## src/rtl/sipo_deframer.sv

```systemverilog
// Serial-in / parallel-out deframer with a valid/ready word register and a sticky drop flag.
// Optional even-parity check on a trailing frame bit, enabled by SIPO_PARITY_CHECK_EN.
module sipo_deframer #(
  parameter int WIDTH     = 4,
  parameter bit MSB_FIRST = 1'b1
) (
  input  logic             clk,
  input  logic             rst,
  input  logic             serial_in,
  input  logic             serial_valid,
  output logic [WIDTH-1:0] parallel_out,
  output logic             out_valid,
  input  logic             out_ready,
  output logic [4:0]       bit_cnt,
  output logic             overflow,
  input  logic             ovf_clr,
  output logic             parity_err
);

`ifdef SIPO_PARITY_CHECK_EN
  localparam int FRAME = WIDTH + 1;
`else
  localparam int FRAME = WIDTH;
`endif
  localparam logic [4:0] LAST = 5'(FRAME - 1);

  typedef enum logic {S_EMPTY, S_FULL} state_t;

  state_t           state, state_nxt;
  logic [WIDTH-1:0] shreg, shreg_nxt, candidate;
  logic             complete, consume, load, drop, shift_en;

  always_comb begin
    shreg_nxt = shreg;
    if (MSB_FIRST) shreg_nxt = {shreg[WIDTH-2:0], serial_in};
    else           shreg_nxt = {serial_in, shreg[WIDTH-1:1]};
  end

  assign complete = serial_valid && (bit_cnt == LAST);
  assign consume  = (state == S_FULL) && out_ready;
  assign load     = complete && ((state == S_EMPTY) || out_ready);
  assign drop     = complete && !load;

`ifdef SIPO_PARITY_CHECK_EN
  // The parity bit never enters the shift register; the data bits are already in place.
  assign shift_en  = serial_valid && !complete;
  assign candidate = shreg;
`else
  assign shift_en  = serial_valid;
  assign candidate = shreg_nxt;
`endif

  // State register
  always_ff @(posedge clk or posedge rst) begin
    if (rst) state <= S_EMPTY;
    else     state <= state_nxt;
  end

  // Next-state logic
  always_comb begin
    state_nxt = state;
    if (load)         state_nxt = S_FULL;
    else if (consume) state_nxt = S_EMPTY;
  end

  // Output logic
  always_comb begin
    out_valid = (state == S_FULL);
  end

  always_ff @(posedge clk or posedge rst) begin
    if (rst) begin
      shreg   <= '0;
      bit_cnt <= '0;
    end else begin
      if (shift_en) shreg <= shreg_nxt;
      if (serial_valid) bit_cnt <= complete ? 5'd0 : bit_cnt + 5'd1;
    end
  end

  always_ff @(posedge clk or posedge rst) begin
    if (rst)       parallel_out <= '0;
    else if (load) parallel_out <= candidate;
  end

  // A drop on the same edge as a clear request keeps the flag set.
  always_ff @(posedge clk or posedge rst) begin
    if (rst)          overflow <= 1'b0;
    else if (drop)    overflow <= 1'b1;
    else if (ovf_clr) overflow <= 1'b0;
  end

`ifdef SIPO_PARITY_CHECK_EN
  always_ff @(posedge clk or posedge rst) begin
    if (rst)       parity_err <= 1'b0;
    else if (load) parity_err <= (^shreg) ^ serial_in;
  end
`else
  assign parity_err = 1'b0;
`endif

endmodule

```

## config.mk

```make
export PLATFORM = sky130hd
export DESIGN_NAME = sipo_deframer
export DESIGN_NICKNAME = d
export VERILOG_FILES = /design/src/rtl/sipo_deframer.sv
export SDC_FILE = /design/constraint.sdc
export NUM_CORES = 1
export LEC_CHECK = 0
export ABC_AREA = 1
export ABC_CLOCK_PERIOD_IN_PS = 1400
export BUFFER_PORTS_ARGS = -buffer_cell sky130_fd_sc_hd__buf_2
export CORE_MARGIN = 2
export CORE_UTILIZATION = 48
export CTS_CLUSTER_SIZE = 30
export DETAILED_ROUTE_END_ITERATION = 10
export PLACE_DENSITY = 0.74
export SYNTH_ARGS = -nofsm -noshare
export SYNTH_HDL_FRONTEND = slang
export SYNTH_SLANG_ARGS = --single-unit
```

## constraint.sdc

```tcl
create_clock -name clk -period 1.4 [get_ports clk]
set_input_delay 0.14 -clock clk [delete_from_list [all_inputs] [get_ports clk]]
set_output_delay 0.14 -clock clk [all_outputs]
set_load 0.02 [all_outputs]
```

==> After elaboration in Yosys (flattened, before gate mapping) <==
Index checks and enable logic that the tools add are counted.
{ "classes": {"mux": 5, "n_addsub": 1, "n_bitwise": 1, "n_reduce_logical": 8, "n_eq_ne": 1} }
{ "ops": {"columns": ["cell", "n"], "rows": [
  ["adder 5 x 1 -> 5 bit, second input constant", 1],
  ["equality test 5 x 2 -> 1 bit, second input constant", 1],
  ["two-way mux 5 bit", 1],
  ["logical AND 1 bit", 4],
  ["two-way mux 1 bit", 4],
  ["nonzero test 2 bit", 2],
  ["logical NOT 1 bit", 1],
  ["logical OR 1 bit", 1],
  ["inverter 1 bit", 1]
]} }
{ "totals": {"regBits": 14, "input_bits": 6} }

==> Depth between registers and ports, before layout <==
{ "logic_depth": {"ltp_word": 6, "ltp_mapped": 6, "ltp_nobuf": 6} }

==> Worst setup path after synthesis <==
Ideal clock, no wire load.
{ "synth_timing": {"path_kind": "reg-to-reg", "startpoint": "reg bit_cnt[0]", "endpoint": "reg parallel_out[0]", "path_buffers": 0, "setup_time_ns": 0.117, "stages_incl_launch_ff": 7, "slack_ns": 0.172, "required_ns": 1.283, "arrival_time_ns": 1.111, "path_cell_list": "dfrtp_1 > ha_1 > nand2_4 > nor2_8 > nand3_2 > nand2_1 > nand2_1"} }
{ "synth_between": {"elab_chain_len": 3} }
{ "synth_rtl": {"columns": ["item", "line_no", "text"], "rows": [
  ["from (decl)", "14", "output logic [4:0] bit_cnt,"],
  ["from (signal assigned)", "77", "if (serial_valid) bit_cnt <= complete ? 5'd0 : bit_cnt + 5'd1;"],
  ["equality test 5 x 2 -> 1 bit", "39", "assign complete = serial_valid && (bit_cnt == LAST);"],
  ["logical AND 1 bit", "39", null],
  ["logical AND 1 bit", "41", "assign load = complete && ((state == S_EMPTY) || out_ready);"],
  ["to (signal assigned)", "83", "else if (load) parallel_out <= candidate;"],
  ["to (decl)", "11", "output logic [WIDTH-1:0] parallel_out,"]
]} }
Every way passes these cells.
A chain may end at the register's enable or synchronous reset.

==> Final worst setup path <==
{ "layout_timing": {"startpoint": "reg bit_cnt[0]", "endpoint": "reg parallel_out[3]"} }
Same word-level chain as after synthesis.

==> run summary <==
Of the total power, the share spent switching nets is 42.2%. Traced cell by cell, the critical path runs through ha_1, nand2_4, nor2_8, nand3_2, nand2_1, nand2_1. The number of cells on the worst reg-to-reg path is 6. For this block, the initial DRC count from the detailed router was 5. The type of the worst setup path is reg -> reg. Summing over every cut layer, the via total after detailed routing is 500. The peak ir drop on the vdd network is 0.000945 V, and the critical path required time is 1.57 ns. For the total number of H-tree levels, the log shows 1. Clock latency on the worst-skew pair, taken at its later pin, is 0.27 ns.

In this run, the combinational gates consume 37.0% of the power. The run gives 0 as the initial antenna violation count. Timing startpoint of the critical path: bit_cnt[0].

The startpoint of the worst register-to-register path was bit_cnt[0]. In this run the tool buffered the top-level ports with 16 buffer cells. CTS placed an instance of clkbuf_4 at the clock tree root.

Setup repair after global routing left no endpoint under its margin. Part of the total power dissipated in sequential elements: 47.2%. In the routed layout, each cell is associated on average with a via count of 4.81. For the number of buffers added to fix hold violations after cts, the log shows 1.

The run gives 0 as the sum of overflow across all layers after global routing. The run gives 0 as the buffers inserted during post-CTS setup optimization. Once detailed placement completed, the half-perimeter wirelength came to 861 um. For the number of violations of the max-capacitance limit, the log shows 0.

The floorplan has 13 rows. Maximum clock rate: 0.857 GHz. For this block, the routed nets add up to 1100 um of wire.

Synthesis handed over a netlist of 71 instances. In this run the standard cell core region covers 1280 um2. Transition at the pin with the smallest max-transition slack: 0.501 ns. Sequential cells were found to cover 54.3% of the synthesized design area. After routing, the total negative slack on setup checks comes to 0 ns.

Setup violations remaining at the end of the flow were counted as 0. The run finished with clean final reports. The tools report the critical path endpoint as parallel_out[3]. Total count of hold-check failures in the final report: 0.

The tightest min-delay check is of the in -> reg type. After detailed routing, the number of remaining DRC violations is 0. Leaving out fill and tap cells, the most frequent cells in the layout are 25 x nand2_1, 16 x buf_2, 14 x dfrtp_1.

Leading cell type in the layout, fill and taps excluded: nand2_1. The logs give 0 for the number of nets with antenna violations after detailed routing and 4 for the number of optimization iterations in the first detailed-route pass. Global routing used 17.7% of the available tracks. For the final database, setup skew stands at 0.00119 ns. The first global-routing pass estimated 1860 um of wire. Summed over all instances, the cell type with the most area after synthesis is dfrtp_1. The post-synthesis net count was 78; the total power divided by cell area was 1820 nW/um2.

The headroom to the max-slew limit was 66.6%; the final max-slew violation count was 0. The initial utilization of the core area, before any placement, comes to 50.2%. Clock group share of total power: 15.7%.

The internal power summed over all cells was 799 uW; the number of clock sinks was 14. The final antenna diode count was 0. Final net count: 98.

Dividing the detail-routed wire length by the instance count gives 10.6 um. The cell area after synthesis was 646 um2. The reg-to-reg endpoint was parallel_out[3].

Yosys attributes the largest share of cell area to dfrtp_1 54%, nand2_1 15%, inv_1 4.1%. Area share of the largest cell type after synthesis: 54.3%. On the critical path, the stage with the largest delay is an instance of dfrtp_1. The count of synthesis-stage warnings from yosys is 0, and the clock buffer count from CTS is 3. Across all register-to-register paths, the minimum setup slack is 0.23 ns. The final core utilization is 59.3%. The horizontal die dimension is 40.7 um. The type of element capturing the critical path is a register. The via count of the first global-routing pass came out at 456.

After synthesis the netlist holds a flip-flop and latch count of 14. In this run the deepest clock path goes through 2 buffers. By instance count, the cell type seen most on the critical path is nand2_1. After layout, the worst path uses 83.3% of the clock period. The clock slew at the register clock pins of the worst setup and hold paths works out to 0.08 ns. The unique cell type count in the Yosys netlist was 20.

TritonCTS built the clock tree. In the final layout, the share of cells above drive strength 1 is 29.2%. After layout, the minimum clock period comes to 1.17 ns.

The largest fanout of any net on the critical path is 6. Die boundary height: 40.7 um. The tools report the type of origin of the critical path as a register. The post-synthesis average cell area was 9.09 um2. Final weighted congestion in routability-driven placement: 0.749.

The total leakage power is 0.000451 uW. On the worst path, the slowest cell contributes a delay of 0.40 ns. The floorplan step defined a die boundary enclosing 1650 um2. The maximum number of pins on one net before global-route repair is 15. The number of top-level pins is 18, and the post-cts repair resize count is 0. For the worst setup path, the data arrival time is 1.34 ns. The area added between synthesis and finish was 18.0%. The run gives 584 uW as the net switching power figure.
==> Yosys cell counts <==
cell and n:
nor2_1 1, nand3_2 1, nand3_1 2, buf_4 2
dfrtp_1 14, nand4_1 4, nor2_2 2, nand2_2 1
o21ai_0 3, nand2_1 25, conb_1 1, nor2_8 1
nand3b_1 1, ha_1 1, o21ai_1 1, nand2_4 1
a21oi_1 1, inv_2 1, xor2_1 1, inv_1 7
==> cells by family after synthesis <==
| family | Yosys count | share of synthesized area, % |
|---|---|---|
| flops | 14 | 54.3 |
| fa+ha+maj | 1 | 1.94 |
| simple gates | 39 | 31.0 |
| xor+xnor | 1 | 1.36 |
| buf+inv | 10 | 6.98 |
| compound gates | 5 | 3.87 |
| other cells | 1 | 0.581 |
==> flip-flops by register name, summed over array words and instances, names as in the netlist <==
signal / flops
shreg: 3
bit_cnt: 5
out_valid: 1
parallel_out: 4
overflow: 1
==> layout make-up <==
type	instances	area, um2
Inverter	8	30.0
Sequential cell	14	350
Fill cell	111	523
Clock buffer	3	22.5
Timing Repair Buffer	17	90.1
Tap cell	15	18.8
Multi-Input combinational cell	47	250
==> critical path: cells and delay by family (launching register included) <==
family	cells	cell delay [ns]
flops	1	0.40
fa+ha+maj	1	0.21
simple gates	5	0.44
==> power by group through the flow <==
stage,combinational [uW],clock [uW],sequential (uW)
after global routing,576,248,680
after floorplan,223,0,786
after detailed placement,515,0,662
after CTS,520,224,654
final,512,218,653
after global placement,509,0,656
==> worst min-delay path by stage <==
stage | start | slack [ns] | cells after the start | end
2_1_floorplan | rst | 0.03 | 1 | bit_cnt[0]
3_3_place_gp | rst | 0.20 | 2 | parallel_out[0]
3_5_place_dp | rst | 0.20 | 2 | parallel_out[1]
4_1_cts | serial_in | 0.1 | 3 | shreg[0]
5_1_grt | serial_in | 0.09 | 3 | shreg[0]
6_report | serial_in | 0.1 | 3 | shreg[0]
==> layer usage <==
metal / global-route usage [%] / up-vias / share of wire [%]
met5: 0 / - / 0
li1: - / 259 / -
met3: 6.52 / 2 / 5.0
met1: 23.6 / 222 / 49
met4: 5.00 / 0 / 0.91
met2: 27.0 / 17 / 45
==> metrics by stage <==
stage | setup WS (ns) | hold WS, ns | std cells | instance area [um2] | power (uW)
4_1_cts | 0.225 | 0.0957 | 104 | 762 | 1400
6_report | 0.234 | 0.0970 | 104 | 762 | 1380
5_1_grt | 0.127 | 0.0904 | 104 | 762 | 1500
3_3_place_gp | 0.255 | 0.198 | 100 | 729 | 1160
2_1_floorplan | 0.172 | 0.0292 | 71 | 646 | 1010
3_5_place_dp | 0.233 | 0.196 | 100 | 729 | 1180
(Power assumes the default switching activity.)
